File: src/rtl/regfile_alu_pipe_if.sv
// Instruction/result/debug bundle between a sequencer (master) and the
// regfile_alu_pipe execution unit (slave).
interface regfile_alu_pipe_if #(
    parameter int WIDTH = 16,
    parameter int NREGS = 8
);
    localparam int AW = $clog2(NREGS);

    logic             in_valid;
    logic             in_ready;
    logic [2:0]       op;
    logic [AW-1:0]    src_a;
    logic [AW-1:0]    src_b;
    logic [AW-1:0]    dst;
    logic             wr_en;
    logic [WIDTH-1:0] in_data;

    logic             out_valid;
    logic             out_ready;
    logic [WIDTH-1:0] result;
    logic             flag_z;
    logic             flag_n;
    logic             flag_c;
    logic             flag_v;

    logic [AW-1:0]    dbg_sel;
    logic [WIDTH-1:0] dbg_data;

    modport master (
        output in_valid, op, src_a, src_b, dst, wr_en, in_data,
        output out_ready, dbg_sel,
        input  in_ready, out_valid, result,
        input  flag_z, flag_n, flag_c, flag_v, dbg_data
    );

    modport slave (
        input  in_valid, op, src_a, src_b, dst, wr_en, in_data,
        input  out_ready, dbg_sel,
        output in_ready, out_valid, result,
        output flag_z, flag_n, flag_c, flag_v, dbg_data
    );
endinterface

File: src/rtl/regfile_alu_pipe.sv
// Two-stage register-file/ALU execution unit: operand read with EX bypass at
// issue, then execute/writeback into a registered result with valid/ready.
module regfile_alu_pipe #(
    parameter int WIDTH = 16,
    parameter int NREGS = 8
) (
    input  logic                clk,
    input  logic                rst_n,
    regfile_alu_pipe_if.slave   bus
);
    localparam int AW = $clog2(NREGS);
    localparam int SW = $clog2(WIDTH);

    typedef enum logic [2:0] {
        OP_ADD  = 3'd0,
        OP_SUB  = 3'd1,
        OP_AND  = 3'd2,
        OP_OR   = 3'd3,
        OP_XOR  = 3'd4,
        OP_SLL  = 3'd5,
        OP_SRL  = 3'd6,
        OP_LOAD = 3'd7
    } op_e;

    // Architectural registers (flops, since reset must clear every entry).
    logic [WIDTH-1:0] rf_reg [NREGS];

    // EX stage
    logic             ex_valid_reg;
    op_e              ex_op_reg;
    logic [WIDTH-1:0] ex_a_reg;
    logic [WIDTH-1:0] ex_b_reg;
    logic [AW-1:0]    ex_dst_reg;
    logic             ex_wr_en_reg;
    logic [WIDTH-1:0] ex_imm_reg;

    // OUT stage
    logic             out_valid_reg;
    logic [WIDTH-1:0] result_reg;
    logic             flag_z_reg;
    logic             flag_n_reg;
    logic             flag_c_reg;
    logic             flag_v_reg;

    logic             advance;
    logic [WIDTH-1:0] alu_result;
    logic             alu_c;
    logic             alu_v;
    logic [WIDTH:0]   sum_ext;
    logic [WIDTH-1:0] diff;
    logic [SW-1:0]    shamt;
    logic             ex_writes;
    logic             fwd_a;
    logic             fwd_b;
    logic [WIDTH-1:0] opnd_a;
    logic [WIDTH-1:0] opnd_b;
    logic [NREGS-1:0] wr_sel;

    // The whole pipe moves together; only the result side can stall it.
    assign advance      = !out_valid_reg || bus.out_ready;
    assign bus.in_ready = advance;

    assign sum_ext = {1'b0, ex_a_reg} + {1'b0, ex_b_reg};
    assign diff    = ex_a_reg - ex_b_reg;
    assign shamt   = ex_b_reg[SW-1:0];

    always_comb begin
        alu_result = '0;
        alu_c      = 1'b0;
        alu_v      = 1'b0;
        case (ex_op_reg)
            OP_ADD: begin
                alu_result = sum_ext[WIDTH-1:0];
                alu_c      = sum_ext[WIDTH];
                alu_v      = (ex_a_reg[WIDTH-1] == ex_b_reg[WIDTH-1]) &&
                             (sum_ext[WIDTH-1] != ex_a_reg[WIDTH-1]);
            end
            OP_SUB: begin
                alu_result = diff;
                alu_c      = (ex_a_reg >= ex_b_reg);
                alu_v      = (ex_a_reg[WIDTH-1] != ex_b_reg[WIDTH-1]) &&
                             (diff[WIDTH-1] != ex_a_reg[WIDTH-1]);
            end
            OP_AND:  alu_result = ex_a_reg & ex_b_reg;
            OP_OR:   alu_result = ex_a_reg | ex_b_reg;
            OP_XOR:  alu_result = ex_a_reg ^ ex_b_reg;
            OP_SLL:  alu_result = ex_a_reg << shamt;
            OP_SRL:  alu_result = ex_a_reg >> shamt;
            OP_LOAD: alu_result = ex_imm_reg;
            default: alu_result = '0;
        endcase
    end

    // Only a valid, writing EX instruction may act as a bypass source.
    assign ex_writes = ex_valid_reg && ex_wr_en_reg;
    assign fwd_a     = ex_writes && (ex_dst_reg == bus.src_a);
    assign fwd_b     = ex_writes && (ex_dst_reg == bus.src_b);
    assign opnd_a    = fwd_a ? alu_result : rf_reg[bus.src_a];
    assign opnd_b    = fwd_b ? alu_result : rf_reg[bus.src_b];

    generate
        for (genvar gi = 0; gi < NREGS; gi++) begin : g_wr_sel
            assign wr_sel[gi] = advance && ex_writes && (ex_dst_reg == AW'(gi));
        end
    endgenerate

    always_ff @(posedge clk or negedge rst_n) begin
        if (!rst_n) begin
            for (int i = 0; i < NREGS; i++) begin
                rf_reg[i] <= '0;
            end
        end else begin
            for (int i = 0; i < NREGS; i++) begin
                if (wr_sel[i]) begin
                    rf_reg[i] <= alu_result;
                end
            end
        end
    end

    always_ff @(posedge clk or negedge rst_n) begin
        if (!rst_n) begin
            ex_valid_reg <= 1'b0;
            ex_op_reg    <= OP_ADD;
            ex_a_reg     <= '0;
            ex_b_reg     <= '0;
            ex_dst_reg   <= '0;
            ex_wr_en_reg <= 1'b0;
            ex_imm_reg   <= '0;
        end else if (advance) begin
            ex_valid_reg <= bus.in_valid;
            if (bus.in_valid) begin
                ex_op_reg    <= op_e'(bus.op);
                ex_a_reg     <= opnd_a;
                ex_b_reg     <= opnd_b;
                ex_dst_reg   <= bus.dst;
                ex_wr_en_reg <= bus.wr_en;
                ex_imm_reg   <= bus.in_data;
            end
        end
    end

    always_ff @(posedge clk or negedge rst_n) begin
        if (!rst_n) begin
            out_valid_reg <= 1'b0;
            result_reg    <= '0;
            flag_z_reg    <= 1'b0;
            flag_n_reg    <= 1'b0;
            flag_c_reg    <= 1'b0;
            flag_v_reg    <= 1'b0;
        end else if (advance) begin
            out_valid_reg <= ex_valid_reg;
            if (ex_valid_reg) begin
                result_reg <= alu_result;
                flag_z_reg <= (alu_result == '0);
                flag_n_reg <= alu_result[WIDTH-1];
                flag_c_reg <= alu_c;
                flag_v_reg <= alu_v;
            end
        end
    end

    assign bus.out_valid = out_valid_reg;
    assign bus.result    = result_reg;
    assign bus.flag_z    = flag_z_reg;
    assign bus.flag_n    = flag_n_reg;
    assign bus.flag_c    = flag_c_reg;
    assign bus.flag_v    = flag_v_reg;
    // Architectural view only: an instruction still in EX is not visible here.
    assign bus.dbg_data  = rf_reg[bus.dbg_sel];
endmodule

File: src/flat_wrapper.sv
// flat-port wrapper written by rule: the top's interface ports become plain ports
module regfile_alu_pipe_flat 
#(
    parameter int WIDTH = 16,
    parameter int NREGS = 8
)
  (clk, rst_n, bus_in_valid, bus_op, bus_src_a, bus_src_b, bus_dst, bus_wr_en, bus_in_data, bus_out_ready, bus_dbg_sel, bus_in_ready, bus_out_valid, bus_result, bus_flag_z, bus_flag_n, bus_flag_c, bus_flag_v, bus_dbg_data);
  regfile_alu_pipe_if #(.WIDTH(WIDTH), .NREGS(NREGS)) bus_i ();
  input  logic clk;
  input  logic rst_n;
  input wire logic [$bits(bus_i.in_valid)-1:0] bus_in_valid;
  input wire logic [$bits(bus_i.op)-1:0] bus_op;
  input wire logic [$bits(bus_i.src_a)-1:0] bus_src_a;
  input wire logic [$bits(bus_i.src_b)-1:0] bus_src_b;
  input wire logic [$bits(bus_i.dst)-1:0] bus_dst;
  input wire logic [$bits(bus_i.wr_en)-1:0] bus_wr_en;
  input wire logic [$bits(bus_i.in_data)-1:0] bus_in_data;
  input wire logic [$bits(bus_i.out_ready)-1:0] bus_out_ready;
  input wire logic [$bits(bus_i.dbg_sel)-1:0] bus_dbg_sel;
  output wire logic [$bits(bus_i.in_ready)-1:0] bus_in_ready;
  output wire logic [$bits(bus_i.out_valid)-1:0] bus_out_valid;
  output wire logic [$bits(bus_i.result)-1:0] bus_result;
  output wire logic [$bits(bus_i.flag_z)-1:0] bus_flag_z;
  output wire logic [$bits(bus_i.flag_n)-1:0] bus_flag_n;
  output wire logic [$bits(bus_i.flag_c)-1:0] bus_flag_c;
  output wire logic [$bits(bus_i.flag_v)-1:0] bus_flag_v;
  output wire logic [$bits(bus_i.dbg_data)-1:0] bus_dbg_data;
  assign bus_i.in_valid = bus_in_valid;
  assign bus_i.op = bus_op;
  assign bus_i.src_a = bus_src_a;
  assign bus_i.src_b = bus_src_b;
  assign bus_i.dst = bus_dst;
  assign bus_i.wr_en = bus_wr_en;
  assign bus_i.in_data = bus_in_data;
  assign bus_i.out_ready = bus_out_ready;
  assign bus_i.dbg_sel = bus_dbg_sel;
  assign bus_in_ready = bus_i.in_ready;
  assign bus_out_valid = bus_i.out_valid;
  assign bus_result = bus_i.result;
  assign bus_flag_z = bus_i.flag_z;
  assign bus_flag_n = bus_i.flag_n;
  assign bus_flag_c = bus_i.flag_c;
  assign bus_flag_v = bus_i.flag_v;
  assign bus_dbg_data = bus_i.dbg_data;
  regfile_alu_pipe #(.WIDTH(WIDTH), .NREGS(NREGS)) u_core (.clk(clk), .rst_n(rst_n), .bus(bus_i));
endmodule
File: config.mk
export PLATFORM = sky130hd
export DESIGN_NAME = regfile_alu_pipe_flat
export DESIGN_NICKNAME = d
export VERILOG_FILES = /design/src/rtl/regfile_alu_pipe_if.sv /design/src/rtl/regfile_alu_pipe.sv /design/src/flat_wrapper.sv
export SDC_FILE = /design/constraint.sdc
export NUM_CORES = 1
export LEC_CHECK = 0
export ABC_CLOCK_PERIOD_IN_PS = 4700
export CAP_MARGIN = 20
export CELL_PAD_IN_SITES_DETAIL_PLACEMENT = 0
export CELL_PAD_IN_SITES_GLOBAL_PLACEMENT = 1
export CORE_ASPECT_RATIO = 0.7
export CORE_UTILIZATION = 45
export DETAILED_ROUTE_END_ITERATION = 8
export HOLD_SLACK_MARGIN = 0.15
export MAX_ROUTING_LAYER = met4
export PLACE_DENSITY = 0.81
export SLEW_MARGIN = 0
export SYNTH_ARGS = -nofsm -noshare
export SYNTH_HDL_FRONTEND = slang
export SYNTH_SLANG_ARGS = --single-unit
export TNS_END_PERCENT = 1
File: constraint.sdc
create_clock -name clk -period 4.7 [get_ports clk]
set_input_delay 1.175 -clock clk [delete_from_list [all_inputs] [get_ports clk]]
set_output_delay 1.175 -clock clk [all_outputs]
set_load 0.05 [all_outputs]
==> impl_results.md, run 1 <==
- Seq/Total Area, Yosys: between 30% and 40%
- Final WL: roughly 47 mm
- Crit. End Element: output pin
- Synth warn: 0
- Die Y: between 150 and 200 um
- Final routed DRC violation total: 0
- # nets final: roughly 1.6k
- Antenna violations before repair: 0
- Most frequent cells in the layout: dfrtp_1, nand2_1, o21ai_0, mux4_2, nor2_1
- Setup violators final: 0
- DRT Pass-1 Iters: 6
- I/O Buffers: 73
- Worst Setup Path Type: in -> out
- Hold-fix buffers, CTS: 0
- WP data required: 3.52 ns
- Mapped Area: between 10,000 and 15,000 um^2
- Final period utilization: ~88%
- GRT Overall Usage: 29.7%
- Max-cap violations: 0
- Top cell type's share of synthesized area: 34.4%
- Setup TNS: 0 ns
- CTS resizes: 0
- Static leakage: around 0.0069 uW
- Cts bufs inserted: 23
- Commonest non-fill, non-tap cell in the layout: dfrtp_1
- Via total after detailed routing: about 12k
- Vias in the first global route: around 12k
- Endpoints failing hold: 0
- Core area: 32,300 um^2
- Status: complete, no violations
- RD Place Congestion: ~1.1
- CTS H-tree depth: 1
- Post-DP HPWL: ~33 mm
- Ys async rst share: 100%
- Synth Instances: between 1k and 1.5k
- Power density cells: 719 nW/um^2
- Reg clk slew, reported paths: ~0.06 ns
- Vias per cell: roughly 6.4
- Syn Nets: roughly 1.6k
- Worst-path maximum fanout: 32
- CTS root buf: clkbuf_16
- Layout cells sized above 1: approximately 22%
- Post-synthesis register bit count: around 200
- Finished layout cell area: 16,700 um^2
- Global-route wire length before repair: about 74 mm
- Largest net degree at the start of global routing: between 80 and 90
- Max Slew Vio Count: 0
- Post-CTS Setup Repair Bufs: 0
- Syn_area_per_cell: roughly 10 um^2
- Starting Density: a little under half
- RSZ-0062 raised after global routing: no
- Area overhead of the layout relative to synthesis: 12.7%
- Largest area contributor in the netlist: dfrtp_1
- Largest cells by area after synthesis: dfrtp_1, mux4_2, mux2_2
- Hold WS: 0.475 ns
- Max VDD drop: between 0.0003 and 0.0004 V
- GRT overflow: 0
- CTS tree: built
- Post-Place Cell Area: approximately 16,000 um^2
- Slew HR: a little under 30%
- # clock sinks: 204
- Slew of the pin with the lowest slew margin: 1.05 ns
- Distinct cells, synth: 80
- Die ar.: approximately 34,000 um^2
- Crit path time final: 4.13 ns
- # IOs: 74
- Number of diodes: 0
- Worst EP arrival: 2.95 ns
- Clk_lat worst skew: ~0.53 ns
- Die W: 219 um
- Cell row count: 55
- Initial detailed-routing violation count: between 1k and 1.5k
- Fmax: roughly 240 MHz
- Hold Path Class: reg -> reg
- Crit path launch type: primary input
- Avg WL per Cell: around 25 um
- Primary FF master, synth: dfrtp_1
- Number of enable flip-flop cells after synthesis: 0
- Total power: 12,000 uW
- CTS max path bufs: 3
- Post-DRT Antenna Nets: 0
- Clock Skew: ~0.021 ns
- Max FFs per register: 128
[final timing paths]
| path | to | startpoint | cells after the start | slack [ns] |
|---|---|---|---|---|
| setup / recovery | bus_dbg_data[13] | bus_dbg_sel[1] | 5 | 0.57 |
| hold / removal | u_core.bus.result[0]$_DFFE_PN0P_ | u_core.bus.result[0]$_DFFE_PN0P_ | 2 | 0.48 |
| setup reg to reg | u_core.bus.flag_z$_DFFE_PN0P_ | u_core.ex_b_reg[1]$_DFFE_PN0P_ | 11 | 0.72 |
| hold reg to reg | u_core.bus.result[0]$_DFFE_PN0P_ | u_core.bus.result[0]$_DFFE_PN0P_ | 2 | 0.48 |
| max in group asynchronous | u_core.bus.result[3]$_DFFE_PN0P_ | rst_n | 2 | 3.14 |
| min in group asynchronous | u_core.rf_reg[78]$_DFFE_PN0P_ | rst_n | 1 | 0.68 |
[layer usage]
layer	up-vias	GRT usage [%]	routed length (um)
met2	567	42.0	20600
li1	5491	-	-
met3	66	5.68	4220
met1	6222	44.2	21600
met5	-	-	0
met4	0	6.22	1040
[critical path, stage by stage]
cell	delay, ns
clkdlybuf4s50_1	0.45
buf_4	0.42
mux4_2	0.39
mux2_2	0.30
buf_4	0.19
[synth_stat cells, drive strengths merged, types with 4 or more instances]
master,instances
a32oi,4
nand2,164
o22ai,5
a22o,6
o31ai,7
a221o,5
o211ai,10
nand4,5
dfrtp,204
or4,6
a211o,5
nor2,106
xnor2,8
nor4,13
clkbuf,103
o21a,5
xor2,9
a211oi,37
buf,46
o311ai,4
and3,5
o21ai,151
a31oi,8
inv,48
mux2i,24
mux4,120
a21oi,84
nor3,19
a221oi,7
or2,7
a22oi,5
mux2,74
and2,8
or3,5
a21o,18
ha,49
nor3b,4
nor2b,22
nand2b,8
nand3,19
[cell type report]
cell class              instances  area, um^2
multi-input cells            1078        8940
clock buffers                  36         674
fillers                      2924       15600
repair buffers                134        1230
well taps                     427         534
clock inverters                 4        51.3
flip-flops and latches        204        5110
inverters                      48         180
[per-stage QoR]
stage	utilization, %	std cells	setup slack [ns]
after global placement	49.3	1889	0.614
final	51.7	1931	0.571
after CTS	51.6	1930	0.574
after global routing	51.7	1931	0.467
after floorplan	-	1479	0.644
after detailed placement	49.4	1890	0.586
[power by group]
group	leakage [uW]	total (uW)	switching (uW)	internal (uW)
sequential	0.00260	3370	894	2480
combinational	0.00394	6850	3990	2860
clock	0.000351	1790	751	1040
[cell families (layout without fill, tap and decap cells)]
| logic type | count (synthesis) | count (layout) | share of synthesized area, % |
|---|---|---|---|
| AND/OR/NAND/NOR | 400 | 400 | 12.4 |
| AO/OA/AOI/OAI | 392 | 392 | 16.6 |
| adder cells (fa/ha/maj) | 51 | 51 | 4.40 |
| XOR/XNOR | 17 | 17 | 1.00 |
| multiplexers | 218 | 218 | 25.5 |
| flip-flops | 204 | 204 | 34.4 |
| buffers and inverters | 197 | 222 | 5.67 |
(Power assumes the default switching activity.)
==> run 2, diff against run 1 <==
--- a/config.mk
+++ b/config.mk
@@ -9,12 +9,12 @@
 export CAP_MARGIN = 20
 export CELL_PAD_IN_SITES_DETAIL_PLACEMENT = 0
 export CELL_PAD_IN_SITES_GLOBAL_PLACEMENT = 1
-export CORE_ASPECT_RATIO = 0.7
+export CORE_ASPECT_RATIO = 0.6
 export CORE_UTILIZATION = 45
 export DETAILED_ROUTE_END_ITERATION = 8
 export HOLD_SLACK_MARGIN = 0.15
 export MAX_ROUTING_LAYER = met4
-export PLACE_DENSITY = 0.81
+export PLACE_DENSITY = 0.78
 export SLEW_MARGIN = 0
 export SYNTH_ARGS = -nofsm -noshare
 export SYNTH_HDL_FRONTEND = slang
==> impl_results.md, run 2 (synthesis results as in run 1) <==
- Final period utilization: 88.3%
- GRT overflow: 0
- Max FFs per register: around 130
- Area overhead of the layout relative to synthesis: 13.4%
- Worst EP arrival: around 3 ns
- Clock Skew: 0.0146 ns
- Via total after detailed routing: ~12k
- Setup violators final: 0
- Vias in the first global route: around 12k
- Status: complete, no violations
- CP startpoint: bus_dbg_sel[1]
- Endpoints failing hold: 0
- Worst-path maximum fanout: 32
- Clk_lat worst skew: 0.53 ns
- Sequential Area: slightly above 5000 um^2
- Most frequent cells in the layout: dfrtp_1, nand2_1, o21ai_0, mux4_2, nor2_1
- Worst R2R Start: u_core.ex_a_reg[0]$_DFFE_PN0P_
- Post-CTS Setup Repair Bufs: 0
- Avg WL per Cell: between 20 and 30 um
- Initial detailed-routing violation count: 1,366
- Cell row count: 51
- I/O Buffers: 73
- Commonest non-fill, non-tap cell in the layout: dfrtp_1
- DRT Pass-1 Iters: 6
- CTS root buf: clkbuf_16
- Max Slew Vio Count: 0
- Met1 Track Usage GR: between 40% and 50%
- # IOs: 74
- WP data required: ~3.5 ns
- Starting Density: roughly 46%
- Die ar.: ~34,000 um^2
- Grt peak-use layer: met1
- Core area: between 30,000 and 40,000 um^2
- Met2 Usage GRT: a little over 40%
- Max-cap violations: 0
- Global-route wire length before repair: ~75 mm
- # nets final: ~1.6k
- Slew of the pin with the lowest slew margin: between 1 and 1.5 ns
- Cts bufs inserted: 22
- Crit path launch type: primary input
- CTS resizes: 0
- Final Instance Count excl. Fillers: 1,937
- Final WL: about 49 mm
- Worst reg2reg endpoint: u_core.rf_reg[28]$_DFFE_PN0P_
- Post-DP HPWL: 35.0 mm
- Static leakage: 0.00697 uW
- Max VDD drop: 0.000278 V
- Largest net degree at the start of global routing: 94
- Power density cells: around 730 nW/um^2
- R2R depth: 15
- Hold Path Class: reg -> reg
- Slew HR: between 30% and 40%
- Vias per cell: 6.44
- Setup crit end: bus_dbg_data[14]
- Setup TNS: 0 ns
- Die W: about 240 um
- # fillers: between 2k and 3k
- CTS H-tree depth: 1
- GRT Overall Usage: a little under a third
- Final routed DRC violation total: 0
- Fmax: 241 MHz
- CTS max path bufs: 3
- RD Place Congestion: between 1 and 1.5
- Grt met3 use: under 10%
- Placed cell count: approximately 1.9k
- RSZ-0062 raised after global routing: no
- Antenna violations before repair: 1
- CTS tree: built
- Layout cells sized above 1: between 20% and 30%
- Multi-input logic area: 8940 um^2
- Hold-fix buffers, CTS: 0
- Worst Setup Path Type: in -> out
- Die Y: between 100 and 150 um
- Reg clk slew, reported paths: 0.06 ns
- Worst R2R Setup Slack: just under 0.7 ns
- Crit path time final: just over 4 ns
- Post-DRT Antenna Nets: 0
- # clock sinks: 204
- Crit. End Element: output pin
[run 2: metrics by stage]
stage | util [%] | setup slack, ns | cell area (um^2) | hold WS, ns | total power, uW
2_1_floorplan | - | 0.644 | 14800 | 0.474 | 7960
3_3_place_gp | 49.3 | 0.591 | 16000 | 0.463 | 10100
3_5_place_dp | 49.4 | 0.563 | 16000 | 0.470 | 10200
4_1_cts | 51.8 | 0.560 | 16800 | 0.484 | 12100
5_1_grt | 51.9 | 0.434 | 16800 | 0.507 | 12900
6_report | 51.9 | 0.551 | 16800 | 0.481 | 12200
[run 2: worst min path at each step]
stage | start | to | slack (ns) | depth (start not counted)
final | u_core.bus.result[9]$_DFFE_PN0P_ | u_core.bus.result[9]$_DFFE_PN0P_ | 0.48 | 2
after global routing | u_core.bus.result[9]$_DFFE_PN0P_ | u_core.bus.result[9]$_DFFE_PN0P_ | 0.51 | 2
after CTS | u_core.bus.result[6]$_DFFE_PN0P_ | u_core.bus.result[6]$_DFFE_PN0P_ | 0.48 | 2
after detailed placement | u_core.bus.result[6]$_DFFE_PN0P_ | u_core.bus.result[6]$_DFFE_PN0P_ | 0.47 | 2
after global placement | u_core.bus.result[6]$_DFFE_PN0P_ | u_core.bus.result[6]$_DFFE_PN0P_ | 0.46 | 2
after floorplan | u_core.ex_valid_reg$_DFFE_PN0N_ | u_core.bus.out_valid$_DFFE_PN0N_ | 0.47 | 2
[run 2: layer usage]
| layer | wire length (um) | vias up |
|---|---|---|
| met3 | 5370 | 81 |
| met1 | 22400 | 6291 |
| met5 | 0 | - |
| met4 | 1020 | 0 |
| li1 | - | 5494 |
| met2 | 20100 | 600 |
[run 2: cell type report]
type	count	share of cell area [%]
Sequential cell	204	30.4
Antenna cell	1	0.0149
Multi-Input combinational cell	1078	53.1
Clock buffer	29	3.79
Timing Repair Buffer	142	7.64
Tap cell	424	3.15
Inverter	48	1.07
Clock inverter	11	0.811
[run 2: worst max-delay path, stage by stage]
cell	delay (ns)
clkdlybuf4s50_1	0.45
buf_4	0.43
mux4_2	0.39
mux2_2	0.30
buf_4	0.19
[run 2: where the power goes]
| group | internal [uW] | total (uW) | switching, uW |
|---|---|---|---|
| logic | 2920 | 7020 | 4100 |
| registers | 2470 | 3340 | 866 |
| clock network | 1120 | 1880 | 762 |
| total | 6520 | 12200 | 5730 |
